### config.mk
export PLATFORM = sky130hd
export DESIGN_NAME = multicycle_ctrl
export DESIGN_NICKNAME = d
export VERILOG_FILES = /design/src/rtl/ctrl_pkg.sv /design/src/rtl/opcode_class.sv /design/src/rtl/multicycle_ctrl.sv
export SDC_FILE = /design/constraint.sdc
export NUM_CORES = 1
export LEC_CHECK = 0
export CORE_MARGIN = 4
export CORE_UTILIZATION = 27
export DETAILED_ROUTE_END_ITERATION = 10
export HOLD_SLACK_MARGIN = 0.02
export PLACE_DENSITY = 0.77
export SLEW_MARGIN = 25
export SYNTH_ARGS = -nofsm -noshare
export SYNTH_HDL_FRONTEND = slang
export SYNTH_SLANG_ARGS = --single-unit
### constraint.sdc
create_clock -name i_clk -period 1.7 [get_ports i_clk]
set_clock_uncertainty 0.15 [all_clocks]
set_input_delay 0.34 -clock i_clk [delete_from_list [all_inputs] [get_ports i_clk]]
set_output_delay 0.34 -clock i_clk [all_outputs]
set_load 0.05 [all_outputs]
### src/rtl/ctrl_pkg.sv
// Shared definitions for the multi-cycle control FSM: states, immediate
// formats (also consumed by the immediate generator), opcodes and classes.
package ctrl_pkg;

  typedef enum logic [2:0] {
    ST_BOOT   = 3'd0,
    ST_FETCH  = 3'd1,
    ST_DECODE = 3'd2,
    ST_EXEC   = 3'd3,
    ST_MEM    = 3'd4,
    ST_WB     = 3'd5,
    ST_TRAP   = 3'd6
  } ctrl_state_e;

  localparam logic [2:0] IMM_I    = 3'd0;
  localparam logic [2:0] IMM_S    = 3'd1;
  localparam logic [2:0] IMM_B    = 3'd2;
  localparam logic [2:0] IMM_U    = 3'd3;
  localparam logic [2:0] IMM_J    = 3'd4;
  localparam logic [2:0] IMM_NONE = 3'd7;

  localparam logic [6:0] OPC_OP     = 7'b0110011;
  localparam logic [6:0] OPC_OP_IMM = 7'b0010011;
  localparam logic [6:0] OPC_LOAD   = 7'b0000011;
  localparam logic [6:0] OPC_STORE  = 7'b0100011;
  localparam logic [6:0] OPC_BRANCH = 7'b1100011;
  localparam logic [6:0] OPC_LUI    = 7'b0110111;
  localparam logic [6:0] OPC_AUIPC  = 7'b0010111;
  localparam logic [6:0] OPC_JAL    = 7'b1101111;
  localparam logic [6:0] OPC_JALR   = 7'b1100111;

  // Sequencing class: decides the path through EXEC/MEM/WB.
  typedef enum logic [2:0] {
    CLS_ALU     = 3'd0,
    CLS_LOAD    = 3'd1,
    CLS_STORE   = 3'd2,
    CLS_BRANCH  = 3'd3,
    CLS_JUMP    = 3'd4,
    CLS_ILLEGAL = 3'd5
  } op_class_e;

endpackage

### src/rtl/opcode_class.sv
// Combinational opcode decode into a sequencing class and immediate format.
module opcode_class
  import ctrl_pkg::*;
(
  input  logic [6:0] opcode_i,
  output op_class_e  cls_o,
  output logic [2:0] imm_sel_o
);

  // Unsupported opcodes fall through to the illegal defaults.
  always_comb begin
    cls_o     = CLS_ILLEGAL;
    imm_sel_o = IMM_NONE;
    case (opcode_i)
      OPC_OP:     begin cls_o = CLS_ALU;    imm_sel_o = IMM_NONE; end
      OPC_OP_IMM: begin cls_o = CLS_ALU;    imm_sel_o = IMM_I;    end
      OPC_LOAD:   begin cls_o = CLS_LOAD;   imm_sel_o = IMM_I;    end
      OPC_STORE:  begin cls_o = CLS_STORE;  imm_sel_o = IMM_S;    end
      OPC_BRANCH: begin cls_o = CLS_BRANCH; imm_sel_o = IMM_B;    end
      OPC_LUI:    begin cls_o = CLS_ALU;    imm_sel_o = IMM_U;    end
      OPC_AUIPC:  begin cls_o = CLS_ALU;    imm_sel_o = IMM_U;    end
      OPC_JAL:    begin cls_o = CLS_JUMP;   imm_sel_o = IMM_J;    end
      OPC_JALR:   begin cls_o = CLS_JUMP;   imm_sel_o = IMM_I;    end
      default:    ;
    endcase
  end

endmodule

### src/rtl/multicycle_ctrl.sv
// Multi-cycle RV32I control FSM: fetch/decode/exec/mem/wb sequencing with
// req/ack memory handshakes. Outputs are combinational state decodes.
// Optional memory-wait timeout enabled by defining CTRL_TIMEOUT_EN.
module multicycle_ctrl
  import ctrl_pkg::*;
#(
  parameter int unsigned TIMEOUT_CYCLES = 255
) (
  input  logic        i_clk,
  input  logic        i_rst_n,
  input  logic [31:0] i_instr,
  input  logic        i_br_taken,
  input  logic        i_imem_ack,
  input  logic        i_dmem_ack,
  output logic        o_imem_req,
  output logic        o_ir_en,
  output logic        o_dmem_req,
  output logic        o_dmem_wren,
  output logic [2:0]  o_imm_sel,
  output logic        o_rd_wren,
  output logic        o_pc_en,
  output logic        o_pc_sel,
  output logic        o_illegal,
  output logic        o_bus_err
);

  ctrl_state_e state_q, state_d;
  op_class_e   cls;
  logic [2:0]  dec_imm_sel;
  logic        illegal_q;
  logic        set_illegal_c;
  logic        trap_timeout_c;
  logic        wait_expired_c;
  logic        unused_instr_bits;

  // Only the opcode field steers sequencing.
  assign unused_instr_bits = ^i_instr[31:7];

  opcode_class u_opcode_class (
    .opcode_i  (i_instr[6:0]),
    .cls_o     (cls),
    .imm_sel_o (dec_imm_sel)
  );

  // State register; async reset lands in BOOT and drops all requests.
  always_ff @(posedge i_clk or negedge i_rst_n) begin
    if (!i_rst_n) state_q <= ST_BOOT;
    else          state_q <= state_d;
  end

  // Next-state and output decode.
  always_comb begin
    state_d        = state_q;
    o_imem_req     = 1'b0;
    o_ir_en        = 1'b0;
    o_dmem_req     = 1'b0;
    o_dmem_wren    = 1'b0;
    o_imm_sel      = IMM_I;
    o_rd_wren      = 1'b0;
    o_pc_en        = 1'b0;
    o_pc_sel       = 1'b0;
    set_illegal_c  = 1'b0;
    trap_timeout_c = 1'b0;
    case (state_q)
      ST_BOOT: state_d = ST_FETCH;
      ST_FETCH: begin
        o_imem_req = 1'b1;
        if (i_imem_ack) begin
          o_ir_en = 1'b1;
          state_d = ST_DECODE;
        end else if (wait_expired_c) begin
          trap_timeout_c = 1'b1;
          state_d        = ST_TRAP;
        end
      end
      ST_DECODE: begin
        o_imm_sel = dec_imm_sel;
        if (cls == CLS_ILLEGAL) begin
          set_illegal_c = 1'b1;
          state_d       = ST_TRAP;
        end else begin
          state_d = ST_EXEC;
        end
      end
      ST_EXEC: begin
        o_imm_sel = dec_imm_sel;
        case (cls)
          CLS_BRANCH: begin
            o_pc_en  = 1'b1;
            o_pc_sel = i_br_taken;
            state_d  = ST_FETCH;
          end
          CLS_LOAD, CLS_STORE: state_d = ST_MEM;
          default:             state_d = ST_WB;
        endcase
      end
      ST_MEM: begin
        o_imm_sel   = dec_imm_sel;
        o_dmem_req  = 1'b1;
        o_dmem_wren = (cls == CLS_STORE);
        if (i_dmem_ack) begin
          if (cls == CLS_STORE) begin
            o_pc_en = 1'b1;
            state_d = ST_FETCH;
          end else begin
            state_d = ST_WB;
          end
        end else if (wait_expired_c) begin
          trap_timeout_c = 1'b1;
          state_d        = ST_TRAP;
        end
      end
      ST_WB: begin
        o_imm_sel = dec_imm_sel;
        o_rd_wren = 1'b1;
        o_pc_en   = 1'b1;
        o_pc_sel  = (cls == CLS_JUMP);
        state_d   = ST_FETCH;
      end
      ST_TRAP: state_d = ST_TRAP;
      default: state_d = ST_BOOT;
    endcase
  end

  // Sticky illegal-opcode flag; only reset clears it.
  always_ff @(posedge i_clk or negedge i_rst_n) begin
    if (!i_rst_n)           illegal_q <= 1'b0;
    else if (set_illegal_c) illegal_q <= 1'b1;
  end

  assign o_illegal = illegal_q;

`ifdef CTRL_TIMEOUT_EN
  localparam int unsigned CNT_W = ($clog2(TIMEOUT_CYCLES + 1) > 8) ?
                                  $clog2(TIMEOUT_CYCLES + 1) : 8;

  logic [CNT_W-1:0] wait_cnt_q, wait_cnt_d;
  logic             bus_err_q;

  // Limit is hit on the cycle whose missing ack would bring the count to it.
  assign wait_expired_c = (32'(wait_cnt_q) + 32'd1) >= 32'(TIMEOUT_CYCLES);

  // Count ack-less cycles while waiting; any other state clears the count.
  always_comb begin
    wait_cnt_d = '0;
    if ((state_q == ST_FETCH && !i_imem_ack) ||
        (state_q == ST_MEM && !i_dmem_ack))
      wait_cnt_d = wait_cnt_q + CNT_W'(1);
  end

  // Wait counter and sticky bus-error flag.
  always_ff @(posedge i_clk or negedge i_rst_n) begin
    if (!i_rst_n) begin
      wait_cnt_q <= '0;
      bus_err_q  <= 1'b0;
    end else begin
      wait_cnt_q <= wait_cnt_d;
      if (trap_timeout_c) bus_err_q <= 1'b1;
    end
  end

  assign o_bus_err = bus_err_q;
`else
  logic unused_cfg;

  assign wait_expired_c = 1'b0;
  assign o_bus_err      = 1'b0;
  assign unused_cfg     = ^{32'(TIMEOUT_CYCLES), trap_timeout_c};
`endif

endmodule

==> results.json <==
{
  "timing.rr.end": "state_q[2]",
  "switching_share": 0.490,
  "clk_latency_ns": 0.23,
  "rrSetupSlack_ns": 0.04,
  "drive_gt1_frac": 0.654,
  "required_ns": 1.21,
  "power_frac_seq": 0.115,
  "hold_slack_ns": 0.158,
  "rows": 14,
  "chipWidth_um": 48.5,
  "p_int_mw": 0.927,
  "synth_xor_area_frac": 0,
  "place.gp.congestion": 0.840,
  "dpl.cell_count": 112,
  "wl_per_cell_um": 15.6,
  "ioPinCount": 49,
  "final_hold_viol_count": 0,
  "grt_overflow_total": 0,
  "grt_max_degree": 8,
  "portBuffers": 22,
  "cts.sinks": 4,
  "rsz0062_at_grt": "yes",
  "final_common_cell": "buf_4",
  "fin_crit_sh": 1.14,
  "initial_utilization": 0.291,
  "cts_tree": "built",
  "netlist_instances": 59,
  "finalInstanceArea_sq_um": 1100,
  "die_height_um": 48.5,
  "dieArea_sq_um": 2350,
  "ctsHoldBuffers": 0,
  "rr_startpoint": "state_q[2]",
  "synth-compound-area-share": 0.308,
  "cts_buffer_depth": 2,
  "grt_antenna_before_repair": 0,
  "wl_met3_um": 108,
  "endpoint_kind": "output port",
  "fill_cells": 112,
  "comb_power_share": 0.824,
  "muxShareOfSynthArea": 0,
  "start_kind": "flop",
  "cts-root-buf": "clkbuf_4",
  "hp-class": "in2async",
  "crit_buf_inv": 1,
  "maxCapViolCount": 0,
  "num_antenna_cells": 0,
  "synth_area_sq_um": 443,
  "grt_pass1_wl_mm": 2.91,
  "fmax_mhz": 514,
  "synth_fa_ha_area_frac": 0,
  "firstDrtPassIters": 4,
  "drt-initial-drc-count": 24,
  "htree_levels": 1,
  "highest_layer": "met4",
  "yosysWarningCount": 0,
  "dp_hpwl_mm": 1.36,
  "p_sw_mw": 0.889,
  "core_area_sq_um": 1520,
  "synth-seq-cells": 4,
  "grt_usage": 0.151,
  "worstPathMaxFanout": 4,
  "r2r_cells": 8,
  "slowest_stage": "dfrtp_2",
  "setup_ws_ns": -0.244,
  "synth-simple-area-share": 0.390,
  "vias_per_cell": 5.37,
  "met2_length_mm": 1.07,
  "cts_inserted_buffers": 3,
  "final_cell_mix": "19 x buf_4, 10 x buf_12, 7 x buf_2, 7 x buf_6, 5 x nand2_1",
  "leakagePower_nw": 0.474,
  "final_nets": 146,
  "grt_pass1_vias": 675,
  "drc": 0,
  "via_count": 660,
  "synth_top_family_by_area": "simple AND/OR/NAND/NOR gates",
  "period_needed_ns": 1.94,
  "seq_area_frac_synth": 0.226,
  "fin_cells": 123,
  "cp_top_family": "simple AND/OR/NAND/NOR gates",
  "max-vdd-ir-drop_mv": 0.944,
  "p_per_area_nw_per_um2": 1650,
  "pwr-share-clk": 0.062,
  "ys_types": 33,
  "criticalPathCategory": "reg2out",
  "syn-num-nets": 96,
  "syn2layout_area_growth_pct": 149,
  "postRouteAntennaNets": 0,
  "violations": "setup timing",
  "status": "finished with violations",
  "max_stage_delay_ns": 0.43,
  "wl_met1_um": 714,
  "path_cells": "nand2b_4, or3_4, a21oi_4, buf_12",
  "clk_pin_slew_worst_paths_ns": 0.04,
  "critPathArrivalTime_ns": 1.45,
  "finalMaxSlewViolations": 0,
  "finalWirelength_mm": 1.91,
  "syn_avg_cell_area_sq_um": 7.51,
  "setup_viol": 9,
  "place_ws_ns": -0.569,
  "place_area_sq_um": 981
}
[worst max-delay path by stage]
stage,start,end,cells past startpoint,slack (ns)
2_1_floorplan,i_instr[3],o_pc_en,5,-0.12
3_3_place_gp,i_instr[5],o_pc_sel,5,-0.54
3_5_place_dp,i_instr[5],o_pc_sel,5,-0.57
4_1_cts,state_q[1],o_pc_sel,4,-0.25
5_1_grt,state_q[2],o_pc_sel,4,-0.27
6_report,state_q[1],o_pc_sel,4,-0.24
[metrics by stage]
step	utilization	power, mW	setup TNS [ns]
2_1_floorplan	-	0.956	-0.417
3_3_place_gp	0.644	1.55	-3.66
3_5_place_dp	0.644	1.58	-3.94
4_1_cts	0.697	1.77	-1.61
5_1_grt	0.722	1.90	-1.67
6_report	0.722	1.82	-1.28
[sequential cells by signal, indices dropped and copies added, names as in the netlist]
register	flops
o_illegal	1
state_q	3
[cell usage after synthesis, drive strengths merged]
library cell  instances  area (sq um)
a211oi                2          15.0
a21oi                 4          23.8
a31oi                 2          12.5
a41o                  1          10.0
and2                  1          6.26
and2b                 2          16.3
and3                  1          6.26
and3b                 2          17.5
and4b                 1          10.0
and4bb                1          12.5
buf                   2          18.8
conb                  1          3.75
dfrtp                 4           100
inv                   3          11.3
nand2                 5          18.8
nand2b                4          25.0
nand3                 1          5.00
nand4                 3          18.8
nor2                  5          18.8
nor3                  1          5.00
o211ai                1          7.51
o21ai                 4          20.0
o221ai                1          8.76
o22a                  2          17.5
o22ai                 1          6.26
o31ai                 2          15.0
or2                   1          6.26
or3                   1          6.26
[metal layers]
metal,vias up,global-route usage
li1,321,-
met1,308,0.175
met2,27,0.274
met3,4,0.00920
met4,0,0.0717
met5,-,0
[repair_timing]
| action | 4_1_cts | 5_1_grt |
|---|---|---|
| buffers inserted | 4 | 5 |
| cloned | 0 | 0 |
| resized for setup | 41 | 7 |
| pin swaps | 13 | 9 |
| endpoints found under the setup margin | 13 | 10 |
[kinds of logic (layout without fill, tap and decap cells)]
group | after synthesis | in the layout
compound gates | 20 | 20
flops | 4 | 4
simple gates | 29 | 29
buf+inv | 5 | 53
other cells | 1 | 1
[power by group through the flow]
stage | sequential, mW | clock, mW | combinational (mW)
final | 0.208 | 0.112 | 1.50
after global routing | 0.214 | 0.120 | 1.56
after CTS | 0.202 | 0.119 | 1.45
after detailed placement | 0.204 | 0 | 1.37
after global placement | 0.201 | 0 | 1.35
after floorplan | 0.249 | 0 | 0.707
[worst register-to-register path: stages (launching register included)]
cell and delay, ns:
dfrtp_2 0.42, buf_4 0.15, nand2b_4 0.07, buf_6 0.11, nor2_4 0.04, buf_6 0.12, buf_4 0.12, a211oi_1 0.24
o21ai_1 0.12
[area by class of cell]
type	instances	area [sq um]	share of cell area
repair buffers	47	497	0.451
multi-input cells	50	447	0.406
flip-flops and latches	4	104	0.0943
clock buffers	3	22.5	0.0205
well taps	16	20.0	0.0182
inverters	3	11.3	0.0102
Note: power is estimated with default switching activity, not from simulation.
==> variant (same flow settings) <==
Add a define of `CTRL_TIMEOUT_EN`.
--- a/src/rtl/multicycle_ctrl.sv
+++ b/src/rtl/multicycle_ctrl.sv
@@ -2,4 +2,6 @@
 // req/ack memory handshakes. Outputs are combinational state decodes.
 // Optional memory-wait timeout enabled by defining CTRL_TIMEOUT_EN.
+`define CTRL_TIMEOUT_EN
+
 module multicycle_ctrl
   import ctrl_pkg::*;
Formal check against the unedited RTL: same outputs for any inputs over 10 cycles, from zero or initial values and one cycle with i_rst_n low; that may be too few to reach the edited logic, so the function may still have changed.
==> variant against the original RTL <==
- area after synthesis is 110% higher
- critical endpoint is now o_rd_wren
- critical path depth increased by 2
- count of clock-buffer cells in the layout rose by 1
- sequential share of layout area increased by 6.9 points
- worst hold slack improved by 65 ps
- synthesized cell count is 93% higher
- total power grew 40%
- the run still ends with negative setup slack left
- cell area grew 84%
- worst setup slack worse by 39 ps
- routed wire length grew 68%
- sequential cell count increased by 9
- first-iteration DRC count rose by 120%
==> variant: results (changes against the original RTL) <==
metric,value,unit,change
R2R setup slack,-270,ps,-310 ps
DP Wirelength,2210,um,+62%
synth top area cells,"dfrtp_1 (34%), nor2_1 (4.8%), nand3_1 (3.7%)",,
drt total wl,3220,um,+68%
Total GRT Usage,16.0,%,+0.99 points
Worst-Margin Slew,382,ps,
vias in the first global route,1292,,+91%
count of input and output buffers,23,,+4.5%
Worst VDD drop,1.03,mV,+8.9%
distinct cell type count after synthesis,39,,+18%
"Avg Cell Area, Syn",8.31,sq um,+11%
post-synthesis sequential area ratio,34.3,%,+12 points
setup violators final,20,,+11
CTS HTree Levels,1,,unchanged
Sequential Area,332,sq um,+220%
first-pass GRT wire length,5640,um,+94%
Routed WL per cell,13.9,um,-10%
Placer Congestion,0.816,,-2.8%
via/cell ratio,5.03,,-6.3%
syn_nets,153,,+59%
Clock Latency Late Sink,270,ps,+40 ps
placed instance count,205,,+83%
outcome,"finished, violations left",,
dpl ws,-581,ps,-11.8 ps
# nets final,225,,+54%
Static Leakage,0.000879,uW,+85%
xor/xnor share of the synthesized area,5.55,%,+5.5 points
DR iter-0 viols,53,,+120%
largest net degree at the start of global routing,14,,+6
compound-gate portion of the synthesized area,23.4,%,-7.4 points
Psw,1110,uW,+25%
list of most frequent post-synthesis cells,"dfrtp_1 (13), nor2_1 (12), nand2_1 (8)",,
share of layout cells above drive strength 1,61.6,%,-3.8 points
clk slew on worst S/H paths,70,ps,+30 ps
failing checks,negative setup slack,,
antenna violations before repair,0,,unchanged
final worst slack,-283,ps,-39.2 ps
Adder-Cell Fraction of Synth Area,2.64,%,+2.6 points
-- variant: cells by family after synthesis --
family	Yosys count
adders and majority gates	2
buffers and inverters	8
and+or+nand+nor	53
AOI/OAI and AO/OA	32
xor gates and xnor gates	6
DFF	13
-- variant: metrics by stage --
| stage | cell area, sq um | hold slack (ps) | utilization, % | TNS (ps) |
|---|---|---|---|---|
| after CTS | 1970 | 232 | 58.6 | -2840 |
| after detailed placement | 1690 | 371 | 50.2 | -4760 |
| after floorplan | 1130 | -106 | - | -1200 |
| final | 2030 | 223 | 60.2 | -2870 |
| after global routing | 2030 | 226 | 60.2 | -4560 |
| after global placement | 1690 | 376 | 50.2 | -4280 |
-- variant: power groups by stage --
stage               registers (uW)  logic, uW  clock network, uW
floorplan                      434        876                  0
global placement               451       1510                  0
detailed placement             455       1540                  0
CTS                            463       1800                189
global route                   474       2000                211
finish                         465       1890                185
-- variant: what timing repair did --
item | CTS | global route
endpoints found under the setup margin | 14 | 22
pin swaps | 12 | 6
endpoints found under the hold margin | 0 | 0
resized for setup | 55 | 14
gates cloned | 1 | 1
setup buffers | 19 | 3
-- variant: area by class of cell --
cell class                      instances  share of cell area, %
Multi-Input combinational cell         93                   42.7
Timing Repair Buffer                   71                   35.9
Sequential cell                        13                   16.4
Tap cell                               46                   2.84
Clock buffer                            4                   1.30
Inverter                                4                  0.865
-- variant: path summary, 6_finish.rpt --
check                      depth (start not counted)                       to                     from
min                                                2  wait_cnt_q[2]$_DFF_PN0_                  i_rst_n
min in group i_clk                                 2    o_illegal$_DFFE_PN0P_    o_illegal$_DFFE_PN0P_
max                                                6                o_rd_wren     state_q[2]$_DFF_PN0_
min reg2reg                                        2    o_illegal$_DFFE_PN0P_    o_illegal$_DFFE_PN0P_
max reg2reg                                        7     state_q[2]$_DFF_PN0_  wait_cnt_q[0]$_DFF_PN0_
max in group asynchronous                          2     state_q[1]$_DFF_PN0_                  i_rst_n
-- variant: routing by layer --
layer,vias to the layer above,GRT usage [%],part of all wire (%)
met5,-,0,0
li1,561,-,-
met1,559,17.0,38
met4,0,6.84,2.3
met3,8,1.83,4.0
met2,34,31.4,56
-- variant: worst max-delay path, cell delays in order (launching register included) --
cell	delay, ps
dfrtp_2	450
nor2b_4	150
and2_4	160
buf_4	130
buf_6	100
buf_6	110
buf_12	130
